### src/rtl/fp16_dot_accumulator_if.sv
// Stream bundle between the product source, the dot-product accumulator
// and the activation/writeback consumer.
interface fp16_dot_accumulator_if #(
  parameter int CNT_W = 8
);
  logic             in_valid;
  logic             in_ready;
  logic [15:0]      in_product;
  logic             in_last;
  logic             out_valid;
  logic             out_ready;
  logic [15:0]      out_sum;
  logic [CNT_W-1:0] out_count;

  // Upstream producer and downstream consumer side.
  modport master (
    output in_valid, in_product, in_last, out_ready,
    input  in_ready, out_valid, out_sum, out_count
  );

  // Accumulator side.
  modport slave (
    input  in_valid, in_product, in_last, out_ready,
    output in_ready, out_valid, out_sum, out_count
  );
endinterface

### src/rtl/fp16_dot_accumulator.sv
// Half-precision dot-product accumulator: sums a stream of 16-bit products
// (no denormals/Inf/NaN, 16'h0000 is the only zero) with a two-stage
// align/add datapath, truncating, and reports the sum when in_last closes.
module fp16_dot_accumulator #(
  parameter int CNT_W = 8
) (
  input  logic                  clk,
  input  logic                  rst_n,
  fp16_dot_accumulator_if.slave bus
);
  typedef enum logic [1:0] {IDLE, ALIGN, ADD, DONE} state_t;

  state_t           state;
  logic [15:0]      acc;
  logic [15:0]      prod_q;
  logic             last_q;
  logic [CNT_W-1:0] count;
  logic             out_valid_q;
  logic [15:0]      out_sum_q;
  logic [CNT_W-1:0] out_count_q;

  // Operands captured at the end of ALIGN.
  logic             bypass_q;
  logic [15:0]      bypass_word_q;
  logic             sign_q;
  logic             sub_q;
  logic [4:0]       exp_q;
  logic [10:0]      big_sig_q;
  logic [10:0]      small_sig_q;

  // Alignment: pick the larger magnitude, right-shift the other's significand.
  logic             acc_big;
  logic [14:0]      big_mag;
  logic [14:0]      small_mag;
  logic [4:0]       exp_diff;
  logic [10:0]      small_shifted;
  logic             bypass;
  logic [15:0]      bypass_word;

  assign acc_big       = (acc[14:0] >= prod_q[14:0]);
  assign big_mag       = acc_big ? acc[14:0] : prod_q[14:0];
  assign small_mag     = acc_big ? prod_q[14:0] : acc[14:0];
  assign exp_diff      = big_mag[14:10] - small_mag[14:10];
  assign small_shifted = (exp_diff >= 5'd11) ? 11'd0 : ({1'b1, small_mag[9:0]} >> exp_diff);
  assign bypass        = (acc == 16'h0000) || (prod_q == 16'h0000);
  assign bypass_word   = (acc == 16'h0000) ? prod_q : acc;

  // Add/subtract and normalise the aligned significands.
  logic [11:0]      sum12;
  logic [10:0]      diff11;
  logic [3:0]       lz;
  logic [9:0]       norm_mant;
  logic [15:0]      result;
  logic [CNT_W-1:0] count_next;

  assign sum12      = {1'b0, big_sig_q} + {1'b0, small_sig_q};
  assign diff11     = big_sig_q - small_sig_q;
  assign norm_mant  = 10'(diff11 << lz);
  assign count_next = (&count) ? count : count + 1'b1;

  // Leading-zero count of the difference; the highest set bit wins.
  always_comb begin
    lz = 4'd0;
    for (int i = 0; i < 11; i++) begin
      if (diff11[i]) lz = 4'(10 - i);
    end
  end

  // Result selection: zero bypass, same-sign carry, or cancellation renormalise.
  always_comb begin
    result = 16'h0000;
    if (bypass_q) begin
      result = bypass_word_q;
    end else if (!sub_q) begin
      if (sum12[11]) begin
        if (exp_q == 5'd31) result = {sign_q, 5'h1F, 10'h3FF};
        else                result = {sign_q, exp_q + 5'd1, sum12[10:1]};
      end else begin
        result = {sign_q, exp_q, sum12[9:0]};
      end
    end else if (diff11 != 11'd0) begin
      if ({1'b0, lz} <= exp_q) result = {sign_q, exp_q - 5'(lz), norm_mant};
    end
  end

  // Control FSM and all datapath state.
  always_ff @(posedge clk or negedge rst_n) begin
    if (!rst_n) begin
      state         <= IDLE;
      acc           <= 16'h0000;
      prod_q        <= 16'h0000;
      last_q        <= 1'b0;
      count         <= '0;
      out_valid_q   <= 1'b0;
      out_sum_q     <= 16'h0000;
      out_count_q   <= '0;
      bypass_q      <= 1'b0;
      bypass_word_q <= 16'h0000;
      sign_q        <= 1'b0;
      sub_q         <= 1'b0;
      exp_q         <= 5'd0;
      big_sig_q     <= 11'd0;
      small_sig_q   <= 11'd0;
    end else begin
      case (state)
        IDLE: begin
          if (bus.in_valid) begin
            prod_q <= bus.in_product;
            last_q <= bus.in_last;
            state  <= ALIGN;
          end
        end
        ALIGN: begin
          bypass_q      <= bypass;
          bypass_word_q <= bypass_word;
          sign_q        <= acc_big ? acc[15] : prod_q[15];
          sub_q         <= acc[15] ^ prod_q[15];
          exp_q         <= big_mag[14:10];
          big_sig_q     <= {1'b1, big_mag[9:0]};
          small_sig_q   <= small_shifted;
          state         <= ADD;
        end
        ADD: begin
          acc   <= result;
          count <= count_next;
          if (last_q) begin
            out_valid_q <= 1'b1;
            out_sum_q   <= result;
            out_count_q <= count_next;
            state       <= DONE;
          end else begin
            state <= IDLE;
          end
        end
        DONE: begin
          if (bus.out_ready) begin
            acc         <= 16'h0000;
            count       <= '0;
            out_valid_q <= 1'b0;
            state       <= IDLE;
          end
        end
        default: state <= IDLE;
      endcase
    end
  end

  assign bus.in_ready  = (state == IDLE);
  assign bus.out_valid = out_valid_q;
  assign bus.out_sum   = out_sum_q;
  assign bus.out_count = out_count_q;
endmodule

### src/flat_wrapper.sv
// flat-port wrapper written by rule: the top's interface ports become plain ports
module fp16_dot_accumulator_flat 
#(
  parameter int CNT_W = 8
)
  (clk, rst_n, bus_in_valid, bus_in_product, bus_in_last, bus_out_ready, bus_in_ready, bus_out_valid, bus_out_sum, bus_out_count);
  fp16_dot_accumulator_if #(.CNT_W(CNT_W)) bus_i ();
  input  logic clk;
  input  logic rst_n;
  input wire logic [$bits(bus_i.in_valid)-1:0] bus_in_valid;
  input wire logic [$bits(bus_i.in_product)-1:0] bus_in_product;
  input wire logic [$bits(bus_i.in_last)-1:0] bus_in_last;
  input wire logic [$bits(bus_i.out_ready)-1:0] bus_out_ready;
  output wire logic [$bits(bus_i.in_ready)-1:0] bus_in_ready;
  output wire logic [$bits(bus_i.out_valid)-1:0] bus_out_valid;
  output wire logic [$bits(bus_i.out_sum)-1:0] bus_out_sum;
  output wire logic [$bits(bus_i.out_count)-1:0] bus_out_count;
  assign bus_i.in_valid = bus_in_valid;
  assign bus_i.in_product = bus_in_product;
  assign bus_i.in_last = bus_in_last;
  assign bus_i.out_ready = bus_out_ready;
  assign bus_in_ready = bus_i.in_ready;
  assign bus_out_valid = bus_i.out_valid;
  assign bus_out_sum = bus_i.out_sum;
  assign bus_out_count = bus_i.out_count;
  fp16_dot_accumulator #(.CNT_W(CNT_W)) u_core (.clk(clk), .rst_n(rst_n), .bus(bus_i));
endmodule
### config.mk
export PLATFORM = sky130hd
export DESIGN_NAME = fp16_dot_accumulator_flat
export DESIGN_NICKNAME = d
export VERILOG_FILES = /design/src/rtl/fp16_dot_accumulator_if.sv /design/src/rtl/fp16_dot_accumulator.sv /design/src/flat_wrapper.sv
export SDC_FILE = /design/constraint.sdc
export NUM_CORES = 1
export LEC_CHECK = 0
export CORE_MARGIN = 2
export CORE_UTILIZATION = 35
export DETAILED_ROUTE_END_ITERATION = 7
export PLACE_DENSITY = 0.54
export SKIP_CTS_REPAIR_TIMING = 1
export SYNTH_ARGS = -nofsm -noshare
export SYNTH_HDL_FRONTEND = slang
export SYNTH_SLANG_ARGS = --single-unit
export TNS_END_PERCENT = 20
### constraint.sdc
create_clock -name clk -period 5.93 [get_ports clk]
set_input_delay 0.593 -clock clk [delete_from_list [all_inputs] [get_ports clk]]
set_output_delay 0.593 -clock clk [all_outputs]
set_load 0.01 [all_outputs]
==> qor.yml <==
outcome:
  status: "completed"
synthesis:
  ys_ff_latch: 114
  synth.avg_cell_area_sq_um: 8.530
  synth_edf_count: 0
  synthTopCellsByArea: "dfrtp_1, ha_1, o21ai_0"
  synth.top_cell.area_share_pct: 35.88
  ys_types: 80
  yosys_warnings: 0
  ys.flop_type: "dfrtp_1"
  synth-async-reset-ratio_pct: 100.0
  synth_xor_area_share_pct: 3.384
  synth_top_cell_by_area: "dfrtp_1"
  synth_top_family_by_area: "compound AO/OA/AOI/OAI gates"
  syn_area_sq_um: 7950
  synth_fa_ha_area_share_pct: 7.680
  synth-simple-area-share_pct: 17.11
  synthCells: 932
  synth_compound_area_share_pct: 24.33
  seq_area_frac_synth_pct: 35.88
  muxShareOfSynthArea_pct: 6.626
  synth.net_count: 1000
clock_network:
  worst_skew_pair.late_latency_ns: 0.42
  cts_buffers: 17
  clk_pin_slew_ns: 0.06
  cts.sinks: 114
  cts_buffer_depth: 2
  cts_root_buffer: "clkbuf_16"
  cts_max_level: 4
  cts_tree: "yes"
route:
  wl_per_cell_microns: 18.97
  first_pass_iters: 5
  drtIter0Drc: 458
  antenna_left: 0
  detail_route.vias_per_cell: 5.524
  vias: 6905
  routed_wl_microns: 23710
  drc: 0
worst_hold_path:
  hp-class: "in -> async"
grt:
  track_usage_pct: 20.39
  use_met2_pct: 32.80
  grt_pass1_vias: 6786
  grt_use_met3_pct: 3.278
  grt_max_degree: 83
  grt_pass1_wl_microns: 37960
  busiest_layer: "met2"
  antenna_found_initial: 0
  met1_usage_pct: 28.33
  grt_overflow_total: 0
setup_path:
  critPathMaxStageDelay_ns: 0.76
  crit_path_end_kind: "register"
  path_cells: "inv_1, ha_1, inv_1, fa_1, a211oi_2, o21ai_1, and2_2, a211oi_2, nand2b_1, nor2_2, inv_1, ha_1, a21o_1, a21o_1, a211o_1, nand2_1, a41o_1, nor3_1, nor4_1, o31ai_1"
  path_delay_family: "compound AO/OA/AOI/OAI gates"
  worst-setup-path-type: "reg -> reg"
  r2r-start: "u_core.big_sig_q[0]"
  cp.buffers_inverters: 3
  cpMostUsedCell: "inv_1"
  crit_start: "u_core.big_sig_q[0]"
  reg2reg_slack_ns: 0.66
  critPathArrivalTime_ns: 5.54
  path_depth: 20
  r2r-end: "u_core.acc[7]"
  worstPathRequired_ns: 6.20
  rr_worst_depth: 20
  worst_path_max_delay_cell: "a211oi_2"
  critPathLaunchType: "register"
  cp_max_fo: 14
sta:
  max_freq_mhz: 189.7
  setup_viol: 0
  finalSetupTns_ns: 0
  tightest_slew_ns: 1.072
  hold_slack_ns: 0.2794
  slew_violations: 0
  min_period_ns: 5.270
  slew_headroom_pct: 28.55
  finalCritPeriodShare_pct: 88.88
  hold_viol: 0
  skew_ns: 0.01500
  rsz0062_at_grt: "false"
finish:
  area_growth_pct: 15.90
  drive_gt1_share_pct: 7.254
  fin_nets: 1020
  n_antenna_cell: 0
  fillers: 2290
floorplanning:
  rows: 55
  dieArea_sq_um: 23940
  start_util_pct: 35.44
  ios: 47
  fp.dieH_microns: 154.7
  core_sq_um: 22430
  die_x_microns: 154.7
placed_design:
  post-dp-hpwl_microns: 17830
  io_buffers: 46
  gp_congestion: 0.8991
flow_run:
  drv_cap: 0
-- worst reg2reg max path, stage by stage, from the launching register on --
cell	delay, ns
dfrtp_1	0.39
inv_1	0.08
ha_1	0.16
inv_1	0.05
fa_1	0.41
a211oi_2	0.32
o21ai_1	0.13
and2_2	0.24
a211oi_2	0.76
nand2b_1	0.22
nor2_2	0.06
inv_1	0.33
ha_1	0.32
a21o_1	0.16
a21o_1	0.17
a211o_1	0.30
nand2_1	0.21
a41o_1	0.25
nor3_1	0.08
nor4_1	0.38
o31ai_1	0.12
-- layer usage --
metal,up-vias,part of all wire [%],wire length [microns]
met5,-,0,0
met2,172,46,11010
met1,3308,48,11380
li1,3396,-,-
met4,0,1.8,437
met3,29,3.7,878
-- synthesized netlist by cell type (4+ instances only) --
library cell,number
xnor2_1,22
buf_2,5
nand4_1,4
o22ai_1,8
o41ai_1,4
a21oi_1,72
o31ai_1,21
nor2_1,63
ha_1,44
clkbuf_1,42
a211oi_1,13
a22o_1,8
a21o_1,12
nand3_1,18
o21ai_0,104
inv_1,46
xor2_1,5
nor4_1,13
o21ai_1,7
and3_1,13
nand2b_1,18
o211ai_1,4
nor3_1,13
a22oi_1,7
nand2_1,122
a211o_1,6
mux2_2,7
dfrtp_1,114
nor2b_1,6
mux2i_1,38
-- cell families (layout without fill, tap and decap cells) --
family	count (synthesis)	after routing
flops	114	114
buf+inv	99	132
compound gates	303	303
simple gates	292	292
mux	48	48
fa+ha+maj	47	47
xor+xnor	29	29
-- through the flow --
| stage | std cells | area (sq um) | setup slack (ns) | util, % |
|---|---|---|---|---|
| after global placement | 1218 | 8596 | 0.7576 | 38.32 |
| after CTS | 1250 | 9214 | 0.6767 | 41.07 |
| after detailed placement | 1218 | 8596 | 0.6750 | 38.32 |
| after global routing | 1250 | 9214 | 0.2482 | 41.07 |
| final | 1250 | 9214 | 0.6596 | 41.07 |
| after floorplan | 932 | 7950 | 1.440 | - |
-- placed cells by master, fill, tap and decap left out, types with 7 or more instances in the layout --
| cell | netlist | layout |
|---|---|---|
| ha_1 | 44 | 44 |
| nor2_1 | 63 | 63 |
| and3_1 | 13 | 13 |
| nand2_1 | 122 | 122 |
| a22oi_1 | 7 | 7 |
| a211oi_1 | 13 | 13 |
| nor3_1 | 13 | 13 |
| clkbuf_16 | 0 | 17 |
| nand2b_1 | 18 | 17 |
| mux2_2 | 7 | 7 |
| o31ai_1 | 21 | 21 |
| clkdlybuf4s50_1 | 0 | 45 |
| a22o_1 | 8 | 8 |
| mux2i_1 | 38 | 38 |
| nor4_1 | 13 | 13 |
| nand3_1 | 18 | 18 |
| dfrtp_1 | 114 | 114 |
| buf_4 | 1 | 7 |
| o22ai_1 | 8 | 8 |
| a21o_1 | 12 | 12 |
| inv_1 | 46 | 46 |
| xnor2_1 | 22 | 22 |
| o21ai_1 | 7 | 7 |
| o21ai_0 | 104 | 104 |
| a21oi_1 | 72 | 72 |
-- registers in the layout (all words and copies together) (netlist names), 2 cells and up --
name and flops:
u_core.prod_q 16, u_core.big_sig_q 11, u_core.acc 16, u_core.count 8, u_core.bypass_word_q 16, u_core.exp_q 5
u_core.state 2, u_core.small_sig_q 11, u_core.bus.out_sum 16, u_core.bus.out_count 8
-- cell type report --
type	instances	area [sq um]	share of cell area, %
sequential	114	2853	30.96
clock inverter	15	192.7	2.091
clock buffer	17	425.4	4.617
inverter	48	180.2	1.955
multi-input combinational	719	4703	51.05
timing repair buffer	52	503.0	5.459
tap	285	356.6	3.870
-- worst max path at each step --
stage,endpoint,slack (ns)
final,u_core.acc[7],0.66
after global routing,u_core.acc[7],0.25
after CTS,u_core.acc[7],0.68
after detailed placement,u_core.acc[7],0.67
after global placement,u_core.acc[7],0.76
after floorplan,u_core.bus.out_sum[4],1.44
Power is not shown: default switching activity piles up to over one toggle a cycle in this logic, so the estimate is an artifact.
